[src/rtl/cc_collision_scan_ctrl_if.sv]
// ============================================================================
// Module      : cc_collision_scan_ctrl_if
// Description : Handshake and row-bus bundle between the collision scan
//               controller, the frame tick, the row multiplexers and the
//               game FSM.
// Revision    : 1.0 - initial release
// ============================================================================
`default_nettype none

interface cc_collision_scan_ctrl_if #(
    parameter int MATRIX_DATAWIDTH     = 8,
    parameter int MATRIX_ROWADDR_WIDTH = 3
);
    logic                              CC_COLLISIONSCAN_start_InHigh;
    logic                              CC_COLLISIONSCAN_enable_InHigh;
    logic [MATRIX_DATAWIDTH-1:0]       CC_COLLISIONSCAN_frogRow_InBUS;
    logic [MATRIX_DATAWIDTH-1:0]       CC_COLLISIONSCAN_obstacleRow_InBUS;
    logic [MATRIX_ROWADDR_WIDTH-1:0]   CC_COLLISIONSCAN_rowAddr_OutBUS;
    logic                              CC_COLLISIONSCAN_busy_OutHigh;
    logic                              CC_COLLISIONSCAN_done_OutHigh;
    logic                              CC_COLLISIONSCAN_crash_OutLow;
    logic [MATRIX_ROWADDR_WIDTH-1:0]   CC_COLLISIONSCAN_hitRow_OutBUS;
    logic [MATRIX_ROWADDR_WIDTH:0]     CC_COLLISIONSCAN_hitCount_OutBUS;

    // Environment side: frame tick, row muxes and game FSM.
    modport master (
        output CC_COLLISIONSCAN_start_InHigh,
        output CC_COLLISIONSCAN_enable_InHigh,
        output CC_COLLISIONSCAN_frogRow_InBUS,
        output CC_COLLISIONSCAN_obstacleRow_InBUS,
        input  CC_COLLISIONSCAN_rowAddr_OutBUS,
        input  CC_COLLISIONSCAN_busy_OutHigh,
        input  CC_COLLISIONSCAN_done_OutHigh,
        input  CC_COLLISIONSCAN_crash_OutLow,
        input  CC_COLLISIONSCAN_hitRow_OutBUS,
        input  CC_COLLISIONSCAN_hitCount_OutBUS
    );

    // Controller side.
    modport slave (
        input  CC_COLLISIONSCAN_start_InHigh,
        input  CC_COLLISIONSCAN_enable_InHigh,
        input  CC_COLLISIONSCAN_frogRow_InBUS,
        input  CC_COLLISIONSCAN_obstacleRow_InBUS,
        output CC_COLLISIONSCAN_rowAddr_OutBUS,
        output CC_COLLISIONSCAN_busy_OutHigh,
        output CC_COLLISIONSCAN_done_OutHigh,
        output CC_COLLISIONSCAN_crash_OutLow,
        output CC_COLLISIONSCAN_hitRow_OutBUS,
        output CC_COLLISIONSCAN_hitCount_OutBUS
    );
endinterface

`default_nettype wire

[src/rtl/cc_collision_scan_ctrl.sv]
// ============================================================================
// Module      : cc_collision_scan_ctrl
// Description : Scans the 8x8 LED matrix one row per clock, ANDs the frog and
//               obstacle rows and publishes crash flag, first hit row and hit
//               count at the end of each scan.
//               Optional macro CC_COLLISIONSCAN_EARLYEXIT_EN: finish the scan
//               on the first overlapping row.
// Revision    : 1.0 - initial release
// ============================================================================
`default_nettype none

module cc_collision_scan_ctrl #(
    parameter int MATRIX_DATAWIDTH     = 8,
    parameter int MATRIX_ROWS          = 8,
    parameter int MATRIX_ROWADDR_WIDTH = 3
) (
    input  wire logic               CC_COLLISIONSCAN_CLOCK_50,
    input  wire logic               CC_COLLISIONSCAN_RESET_InLow,
    cc_collision_scan_ctrl_if.slave scanIf
);

    localparam int AW = MATRIX_ROWADDR_WIDTH;
    localparam logic [AW-1:0] c_lastRow  = AW'(MATRIX_ROWS - 1);
    localparam logic [AW:0]   c_countOne = (AW+1)'(1);

    typedef enum logic [1:0] {
        IDLE = 2'd0,
        SCAN = 2'd1,
        DONE = 2'd2
    } state_t;

    state_t        r_state,    w_state;
    logic [AW-1:0] r_rowAddr,  w_rowAddr;
    logic          r_busy,     w_busy;
    logic          r_done,     w_done;
    logic          r_crashN,   w_crashN;
    logic [AW-1:0] r_hitRow,   w_hitRow;
    logic [AW:0]   r_hitCount, w_hitCount;
    logic          r_hitFlag,  w_hitFlag;
    logic [AW-1:0] r_firstRow, w_firstRow;
    logic [AW:0]   r_count,    w_count;
    logic          w_rowHit;

    assign w_rowHit = |(scanIf.CC_COLLISIONSCAN_frogRow_InBUS &
                        scanIf.CC_COLLISIONSCAN_obstacleRow_InBUS);

    // Register state, scratch accumulators and all published outputs.
    always_ff @(posedge CC_COLLISIONSCAN_CLOCK_50 or negedge CC_COLLISIONSCAN_RESET_InLow) begin
        if (!CC_COLLISIONSCAN_RESET_InLow) begin
            r_state    <= IDLE;
            r_rowAddr  <= '0;
            r_busy     <= 1'b0;
            r_done     <= 1'b0;
            r_crashN   <= 1'b1;
            r_hitRow   <= '0;
            r_hitCount <= '0;
            r_hitFlag  <= 1'b0;
            r_firstRow <= '0;
            r_count    <= '0;
        end else begin
            r_state    <= w_state;
            r_rowAddr  <= w_rowAddr;
            r_busy     <= w_busy;
            r_done     <= w_done;
            r_crashN   <= w_crashN;
            r_hitRow   <= w_hitRow;
            r_hitCount <= w_hitCount;
            r_hitFlag  <= w_hitFlag;
            r_firstRow <= w_firstRow;
            r_count    <= w_count;
        end
    end

    // Next-state and next-output decode; a low enable freezes everything
    // except done, which is a pulse and drops on any edge after it fires.
    always_comb begin
        w_state    = r_state;
        w_rowAddr  = r_rowAddr;
        w_busy     = r_busy;
        w_done     = 1'b0;
        w_crashN   = r_crashN;
        w_hitRow   = r_hitRow;
        w_hitCount = r_hitCount;
        w_hitFlag  = r_hitFlag;
        w_firstRow = r_firstRow;
        w_count    = r_count;
        if (scanIf.CC_COLLISIONSCAN_enable_InHigh) begin
            case (r_state)
                IDLE: begin
                    w_rowAddr = '0;
                    if (scanIf.CC_COLLISIONSCAN_start_InHigh) begin
                        w_state    = SCAN;
                        w_busy     = 1'b1;
                        w_hitFlag  = 1'b0;
                        w_firstRow = '0;
                        w_count    = '0;
                    end
                end
                SCAN: begin
                    if (w_rowHit) begin
                        w_count = r_count + c_countOne;
                        if (!r_hitFlag) begin
                            w_hitFlag  = 1'b1;
                            w_firstRow = r_rowAddr;
                        end
                    end
                    if (r_rowAddr == c_lastRow) begin
                        w_state = DONE;
                    end else begin
                        w_rowAddr = r_rowAddr + 1'b1;
                    end
`ifdef CC_COLLISIONSCAN_EARLYEXIT_EN
                    // The first overlap is all the game needs: stop here.
                    if (w_rowHit) begin
                        w_state   = DONE;
                        w_rowAddr = r_rowAddr;
                    end
`else
`endif
                end
                DONE: begin
                    w_done     = 1'b1;
                    w_crashN   = ~r_hitFlag;
                    w_hitRow   = r_hitFlag ? r_firstRow : '0;
                    w_hitCount = r_count;
                    w_busy     = 1'b0;
                    w_rowAddr  = '0;
                    w_state    = IDLE;
                end
                default: begin
                    w_state = IDLE;
                end
            endcase
        end
    end

    assign scanIf.CC_COLLISIONSCAN_rowAddr_OutBUS  = r_rowAddr;
    assign scanIf.CC_COLLISIONSCAN_busy_OutHigh    = r_busy;
    assign scanIf.CC_COLLISIONSCAN_done_OutHigh    = r_done;
    assign scanIf.CC_COLLISIONSCAN_crash_OutLow    = r_crashN;
    assign scanIf.CC_COLLISIONSCAN_hitRow_OutBUS   = r_hitRow;
    assign scanIf.CC_COLLISIONSCAN_hitCount_OutBUS = r_hitCount;

endmodule

`default_nettype wire

[src/flat_wrapper.sv]
// flat-port wrapper written by rule: the top's interface ports become plain ports
module cc_collision_scan_ctrl_flat 
#(
    parameter int MATRIX_DATAWIDTH     = 8,
    parameter int MATRIX_ROWS          = 8,
    parameter int MATRIX_ROWADDR_WIDTH = 3
)
  (CC_COLLISIONSCAN_CLOCK_50, CC_COLLISIONSCAN_RESET_InLow, scanIf_CC_COLLISIONSCAN_start_InHigh, scanIf_CC_COLLISIONSCAN_enable_InHigh, scanIf_CC_COLLISIONSCAN_frogRow_InBUS, scanIf_CC_COLLISIONSCAN_obstacleRow_InBUS, scanIf_CC_COLLISIONSCAN_rowAddr_OutBUS, scanIf_CC_COLLISIONSCAN_busy_OutHigh, scanIf_CC_COLLISIONSCAN_done_OutHigh, scanIf_CC_COLLISIONSCAN_crash_OutLow, scanIf_CC_COLLISIONSCAN_hitRow_OutBUS, scanIf_CC_COLLISIONSCAN_hitCount_OutBUS);
  cc_collision_scan_ctrl_if #(.MATRIX_DATAWIDTH(MATRIX_DATAWIDTH), .MATRIX_ROWADDR_WIDTH(MATRIX_ROWADDR_WIDTH)) scanIf_i ();
  input  wire logic CC_COLLISIONSCAN_CLOCK_50;
  input  wire logic CC_COLLISIONSCAN_RESET_InLow;
  input wire logic [$bits(scanIf_i.CC_COLLISIONSCAN_start_InHigh)-1:0] scanIf_CC_COLLISIONSCAN_start_InHigh;
  input wire logic [$bits(scanIf_i.CC_COLLISIONSCAN_enable_InHigh)-1:0] scanIf_CC_COLLISIONSCAN_enable_InHigh;
  input wire logic [$bits(scanIf_i.CC_COLLISIONSCAN_frogRow_InBUS)-1:0] scanIf_CC_COLLISIONSCAN_frogRow_InBUS;
  input wire logic [$bits(scanIf_i.CC_COLLISIONSCAN_obstacleRow_InBUS)-1:0] scanIf_CC_COLLISIONSCAN_obstacleRow_InBUS;
  output wire logic [$bits(scanIf_i.CC_COLLISIONSCAN_rowAddr_OutBUS)-1:0] scanIf_CC_COLLISIONSCAN_rowAddr_OutBUS;
  output wire logic [$bits(scanIf_i.CC_COLLISIONSCAN_busy_OutHigh)-1:0] scanIf_CC_COLLISIONSCAN_busy_OutHigh;
  output wire logic [$bits(scanIf_i.CC_COLLISIONSCAN_done_OutHigh)-1:0] scanIf_CC_COLLISIONSCAN_done_OutHigh;
  output wire logic [$bits(scanIf_i.CC_COLLISIONSCAN_crash_OutLow)-1:0] scanIf_CC_COLLISIONSCAN_crash_OutLow;
  output wire logic [$bits(scanIf_i.CC_COLLISIONSCAN_hitRow_OutBUS)-1:0] scanIf_CC_COLLISIONSCAN_hitRow_OutBUS;
  output wire logic [$bits(scanIf_i.CC_COLLISIONSCAN_hitCount_OutBUS)-1:0] scanIf_CC_COLLISIONSCAN_hitCount_OutBUS;
  assign scanIf_i.CC_COLLISIONSCAN_start_InHigh = scanIf_CC_COLLISIONSCAN_start_InHigh;
  assign scanIf_i.CC_COLLISIONSCAN_enable_InHigh = scanIf_CC_COLLISIONSCAN_enable_InHigh;
  assign scanIf_i.CC_COLLISIONSCAN_frogRow_InBUS = scanIf_CC_COLLISIONSCAN_frogRow_InBUS;
  assign scanIf_i.CC_COLLISIONSCAN_obstacleRow_InBUS = scanIf_CC_COLLISIONSCAN_obstacleRow_InBUS;
  assign scanIf_CC_COLLISIONSCAN_rowAddr_OutBUS = scanIf_i.CC_COLLISIONSCAN_rowAddr_OutBUS;
  assign scanIf_CC_COLLISIONSCAN_busy_OutHigh = scanIf_i.CC_COLLISIONSCAN_busy_OutHigh;
  assign scanIf_CC_COLLISIONSCAN_done_OutHigh = scanIf_i.CC_COLLISIONSCAN_done_OutHigh;
  assign scanIf_CC_COLLISIONSCAN_crash_OutLow = scanIf_i.CC_COLLISIONSCAN_crash_OutLow;
  assign scanIf_CC_COLLISIONSCAN_hitRow_OutBUS = scanIf_i.CC_COLLISIONSCAN_hitRow_OutBUS;
  assign scanIf_CC_COLLISIONSCAN_hitCount_OutBUS = scanIf_i.CC_COLLISIONSCAN_hitCount_OutBUS;
  cc_collision_scan_ctrl #(.MATRIX_DATAWIDTH(MATRIX_DATAWIDTH), .MATRIX_ROWS(MATRIX_ROWS), .MATRIX_ROWADDR_WIDTH(MATRIX_ROWADDR_WIDTH)) u_core (.CC_COLLISIONSCAN_CLOCK_50(CC_COLLISIONSCAN_CLOCK_50), .CC_COLLISIONSCAN_RESET_InLow(CC_COLLISIONSCAN_RESET_InLow), .scanIf(scanIf_i));
endmodule
[config.mk]
export PLATFORM = sky130hd
export DESIGN_NAME = cc_collision_scan_ctrl_flat
export DESIGN_NICKNAME = d
export VERILOG_FILES = /design/src/rtl/cc_collision_scan_ctrl_if.sv /design/src/rtl/cc_collision_scan_ctrl.sv /design/src/flat_wrapper.sv
export SDC_FILE = /design/constraint.sdc
export NUM_CORES = 1
export LEC_CHECK = 0
export ABC_AREA = 1
export ABC_CLOCK_PERIOD_IN_PS = 1860
export CORE_UTILIZATION = 49
export DETAILED_ROUTE_END_ITERATION = 8
export HOLD_SLACK_MARGIN = 0.06
export PLACE_DENSITY = 0.87
export SETUP_SLACK_MARGIN = 0.15
export SLEW_MARGIN = 20
export SYNTH_ARGS = -nofsm -noshare
export SYNTH_HDL_FRONTEND = slang
export SYNTH_SLANG_ARGS = --single-unit
[constraint.sdc]
create_clock -name CC_COLLISIONSCAN_CLOCK_50 -period 1.86 [get_ports CC_COLLISIONSCAN_CLOCK_50]
set_input_delay 0.465 -clock CC_COLLISIONSCAN_CLOCK_50 [delete_from_list [all_inputs] [get_ports CC_COLLISIONSCAN_CLOCK_50]]
set_output_delay 0.465 -clock CC_COLLISIONSCAN_CLOCK_50 [all_outputs]
set_load 0.02 [all_outputs]
# == Word level (Yosys, flattened, before mapping) ==
# Cells that the tools add are included.
# totals
reg_bits,23
in_bits,20
output_inout_bits,13
word_cells,54
# op_classes
add_sub_neg,2
n_eq_ne,8
mux,20
bitwise,2
n_reduce_logical,12
# op_table
operator,n
$mux 3,5
$pmux 3 s2,2
$reduce_and 3->1,3
$and 8x8->8,1
$mux 4,2
$pmux 4 s2,1
$reduce_or 8->1,1
$ne 2x2->1 const B,3
$reduce_bool 2->1,3
$mux 1,5
$reduce_and 5->1,1
$add 4x1->4 const B,1
$mux 2,2
$ne 2x1->1 const B,2
$pmux 1 s2,2
$pmux 2 s2,1
$reduce_and 4->1,1
$add 3x1->3 const B,1
$eq 3x3->1 const B,1
$eq 2x1->1 const B,1
$eq 2x2->1 const B,1
$logic_not 2->1,1
$reduce_and 2->1,1
$reduce_or 2->1,1
$not 1->1,1

# == Depth between registers and ports, before layout ==
# depth
depth_word,4
mapped_depth,8
mapped_depth_nobuf,8

# == Least setup slack after synthesis ==
# Ideal clock, no wire load.
# synth_path
kind,register to register
from,"reg u_core.r_rowAddr[0], in the netlist u_core.scanIf.CC_COLLISIONSCAN_rowAddr_OutBUS[0]"
to,"reg u_core.r_rowAddr[0], in the netlist u_core.scanIf.CC_COLLISIONSCAN_rowAddr_OutBUS[0]"
setup_ps,83
arrival_time_ps,1267
required_ps,1777
setup_slack_ps,510
stages_incl_launch_ff,6
n_path_buf,0
synth_period_minus_slack_ps,1350
path_cell_list,dfrtp_1 ha_1 ha_1 o21ai_1 nand3_1 o21ai_0
# synth_via
elab_chain_len,3
elab_cells_between_ends,6
classes_between,add/sub: 1; eq/ne: 2; mux: 2; reduce/logical: 1
# synth_lines
item,line_no,rtl
"start, declared",cc_collision_scan_ctrl.sv:33,"logic [AW-1:0] r_rowAddr, w_rowAddr;"
"start signal, assigned",cc_collision_scan_ctrl.sv:62,r_rowAddr <= w_rowAddr;
$add 3x1->3 or $eq 3x3->1 (tied branches),"cc_collision_scan_ctrl.sv:110, cc_collision_scan_ctrl.sv:107",
$mux 3 or $ne 2x2->1 (tied branches),n/a,
$pmux 3 s2 or $reduce_and 3->1 (tied branches),n/a,
# Parallel ways exist; a longest one is shown, timed or not. The select of a mux whose other input is x is not followed.
# A chain may end at the register's enable or synchronous reset.

# == Worst setup path in the final report ==
# layout_path
from,"reg u_core.r_crashN, in the netlist u_core.scanIf.CC_COLLISIONSCAN_crash_OutLow"
to,out scanIf_CC_COLLISIONSCAN_crash_OutLow
# layout_lines
item,line_no,rtl
"start, declared",cc_collision_scan_ctrl.sv:36,"logic r_crashN, w_crashN;"
"start signal, assigned",cc_collision_scan_ctrl.sv:65,r_crashN <= w_crashN;
"end, declared",flat_wrapper.sv:19,output wire logic [$bits(scanIf_i.CC_COLLISIONSCAN_crash_OutLow)-1:0] scanIf_CC_COLLISIONSCAN_crash_OutLow;
# No word-level cell between the ends.

==> impl_results.md <==
* Total leakage power at 0.7695 nW
* Tmin final at 1624 ps
* Ys Warns at 0
* Setup_tns at 0 ps
* CP Capture Type: primary output
* Num CTS Buffers at 3
* Largest net degree at the start of global routing at 24
* PwrDens at 1123 mW/mm²
* Slew Viols, Final at 0
* Worst Slack Setup Final at 235.6 ps
* Initial antenna violation count at 0
* Critical path class: flop to primary output
* Vias in the first global route at 914
* Max frequency at 615.6 MHz
* Gr ovfl total at 0
* Worst-Margin Slew at 365.2 ps
* First-pass DRT Iterations at 4
* Via-to-Cell Ratio at 5.027
* Final setup violation count at 0
* Sequential share of the synthesized area at 0.5197
* HP Class: input pin to asynchronous set/reset pin
* CP max FO at 2
* Clock sink count at 23
* Area growth from synthesis to layout at 33.03%
* Clock Skew at 2.897 ps
* Max_slew headroom at 0.7549
* Layout cells sized above 1 at 0.1447
* Max-cap violations at 0
* Gr usage total at 0.2165
* CTS root buffer: clkbuf_4
* Initial Util at 0.5435
* Resized cells post-CTS at 13
* Routed via count at 935
* Peak supply drop at 826.0 µV
* Met2 WL at 1113 µm
* Critical-path cell list: clkdlybuf4s15_1
* Delay-heaviest family, CP: flip-flops
* Port Buffers at 32
* Top routing layer in use: met4
* Distinct cells, synth at 19
* Number of top-level pins at 33
* DR DRC count at 0
* Row count at 16
* Status: finished, final reports clean
* Full die area at 0.002459 mm²
* CP max-delay cell: dfstp_2
* Clock Tree Buf Depth at 2
* Most common cell after layout, fill and taps aside: nand2_1
* ANT cells at 0
* Crit path required time at 1390 ps
* First-pass GRT wire length at 3919 µm
* Met3 Routed Length at 96 µm
* Syn Area/Cell at 9.023 µm²
* Cells after Synth at 123
* H-tree depth at 1
* Final antenna-violating net count at 0
* Met1 wire length at 943 µm
* Number of register bits inferred by synthesis at 23
* Slowest cell delay on critical path at 550 ps
* GP Congestion at 0.7943
* DR iter-0 viols at 19
* Commonest non-fill, non-tap cells in the layout: nand2_1, dfrtp_1, clkdlybuf4s50_1, dlygate4sd2_1, nand3_1
* Post-detail-place hpwl at 1770 µm
* TritonCTS clock tree: yes
* Worst Setup Start Kind: flop
* Hold Buf Count CTS at 0
* Skew-Pair Late Insertion Delay at 320 ps
* Cell Area, Synth at 0.001110 mm²
* RSZ-0062 raised after global routing: false
* Nets at 183
* Die Y at 49.59 µm
* Final hold viol count at 0
* Worst-path clk slew at 120 ps
* Final worst path period share at 0.8734
* Die width at 49.59 µm
* Mean routed wirelength per cell at 11.72 µm
* Synth Net Count at 146
* Pre-CTS WS at 63.90 ps
* Buf/Inv on CP at 1
* Worst Path Arrival at 1160 ps
* Total core area at 0.002042 mm²
* Total Routed Length at 2179 µm
* Post-CTS Repair Setup Buffers at 0
-- metrics by stage --
| stage | instances | power [mW] | hold WS [ps] | instance area, µm² | utilization |
|---|---|---|---|---|---|
| final | 186 | 1.658 | 480.7 | 1476 | 0.7230 |
| after global routing | 186 | 1.789 | 488.8 | 1476 | 0.7230 |
| after CTS | 186 | 1.667 | 492.2 | 1475 | 0.7224 |
| after detailed placement | 182 | 1.494 | 467.6 | 1464 | 0.7169 |
| after global placement | 182 | 1.461 | 463.2 | 1464 | 0.7169 |
| after floorplan | 123 | 1.209 | 169.4 | 1110 | - |
-- cell type report --
class | instances | area [µm²]
fill | 174 | 565.5
tap | 27 | 33.78
clock inverter | 1 | 5.005
clock buffer | 3 | 22.52
timing repair buffer | 33 | 312.8
sequential | 23 | 576.8
inverter | 12 | 45.04
multi-input combinational | 87 | 480.5
-- kinds of logic after synthesis --
kind of cell / synth area share
and+or+nand+nor: 0.2897
DFF: 0.5197
AOI/OAI and AO/OA: 0.09357
buffers and inverters: 0.04735
adders and majority gates: 0.03383
xor gates and xnor gates: 0.01579
-- report_power, final --
group / internal [mW] / switching (mW) / leakage, nW
Clock: 0.0807 / 0.148 / 0.0177
Combinational: 0.249 / 0.444 / 0.444
Sequential: 0.635 / 0.102 / 0.308
-- cells in the mapped netlist --
library cell	n	share of area
nor2_1	5	0.017
dfstp_2	1	0.024
o21ai_1	7	0.032
o21ai_0	5	0.023
nand2_2	2	0.011
nand2_4	3	0.030
o21ai_2	5	0.039
dfrtp_1	22	0.50
buf_4	1	0.0068
nor2_4	2	0.020
nand2_1	37	0.13
nor3_2	1	0.0090
xor2_1	2	0.016
inv_1	9	0.030
nand3_1	10	0.045
inv_2	3	0.010
ha_1	3	0.034
nand3_2	1	0.0090
nand4_1	4	0.023
-- metal layers --
layer | GRT usage | vias up
li1 | - | 472
met3 | 0.04630 | 4
met2 | 0.3739 | 24
met4 | 0.1143 | 0
met1 | 0.2485 | 435
met5 | 0 | -
-- registers in the layout, summed over array words and instances, names as in the netlist --
name,flops
u_core.scanIf.CC_COLLISIONSCAN_rowAddr_OutBUS,3
u_core.r_firstRow,3
u_core.scanIf.CC_COLLISIONSCAN_done_OutHigh,1
u_core.r_state,2
u_core.scanIf.CC_COLLISIONSCAN_busy_OutHigh,1
u_core.scanIf.CC_COLLISIONSCAN_crash_OutLow,1
u_core.scanIf.CC_COLLISIONSCAN_hitRow_OutBUS,3
u_core.r_count,4
u_core.scanIf.CC_COLLISIONSCAN_hitCount_OutBUS,4
u_core.r_hitFlag,1
-- worst paths after layout --
| check | to | start | depth (start not counted) | slack (ps) |
|---|---|---|---|---|
| max | scanIf_CC_COLLISIONSCAN_crash_OutLow | u_core.scanIf.CC_COLLISIONSCAN_crash_OutLow$_DFFE_PN1P_ | 1 | 240 |
| max reg2reg | u_core.scanIf.CC_COLLISIONSCAN_rowAddr_OutBUS[0]$_DFFE_PN0P_ | u_core.scanIf.CC_COLLISIONSCAN_rowAddr_OutBUS[0]$_DFFE_PN0P_ | 5 | 390 |
| min in group CC_COLLISIONSCAN_CLOCK_50 | u_core.scanIf.CC_COLLISIONSCAN_hitRow_OutBUS[2]$_DFFE_PN0P_ | u_core.scanIf.CC_COLLISIONSCAN_hitRow_OutBUS[2]$_DFFE_PN0P_ | 2 | 490 |
| max in group asynchronous | u_core.scanIf.CC_COLLISIONSCAN_crash_OutLow$_DFFE_PN1P_ | CC_COLLISIONSCAN_RESET_InLow | 2 | 1100 |
| min | asynchronous set/reset pin | CC_COLLISIONSCAN_RESET_InLow | 2 | 480 |
| min reg2reg | u_core.scanIf.CC_COLLISIONSCAN_hitRow_OutBUS[2]$_DFFE_PN0P_ | u_core.scanIf.CC_COLLISIONSCAN_hitRow_OutBUS[2]$_DFFE_PN0P_ | 2 | 490 |
No activity file was read; power rests on OpenSTA's default activity.
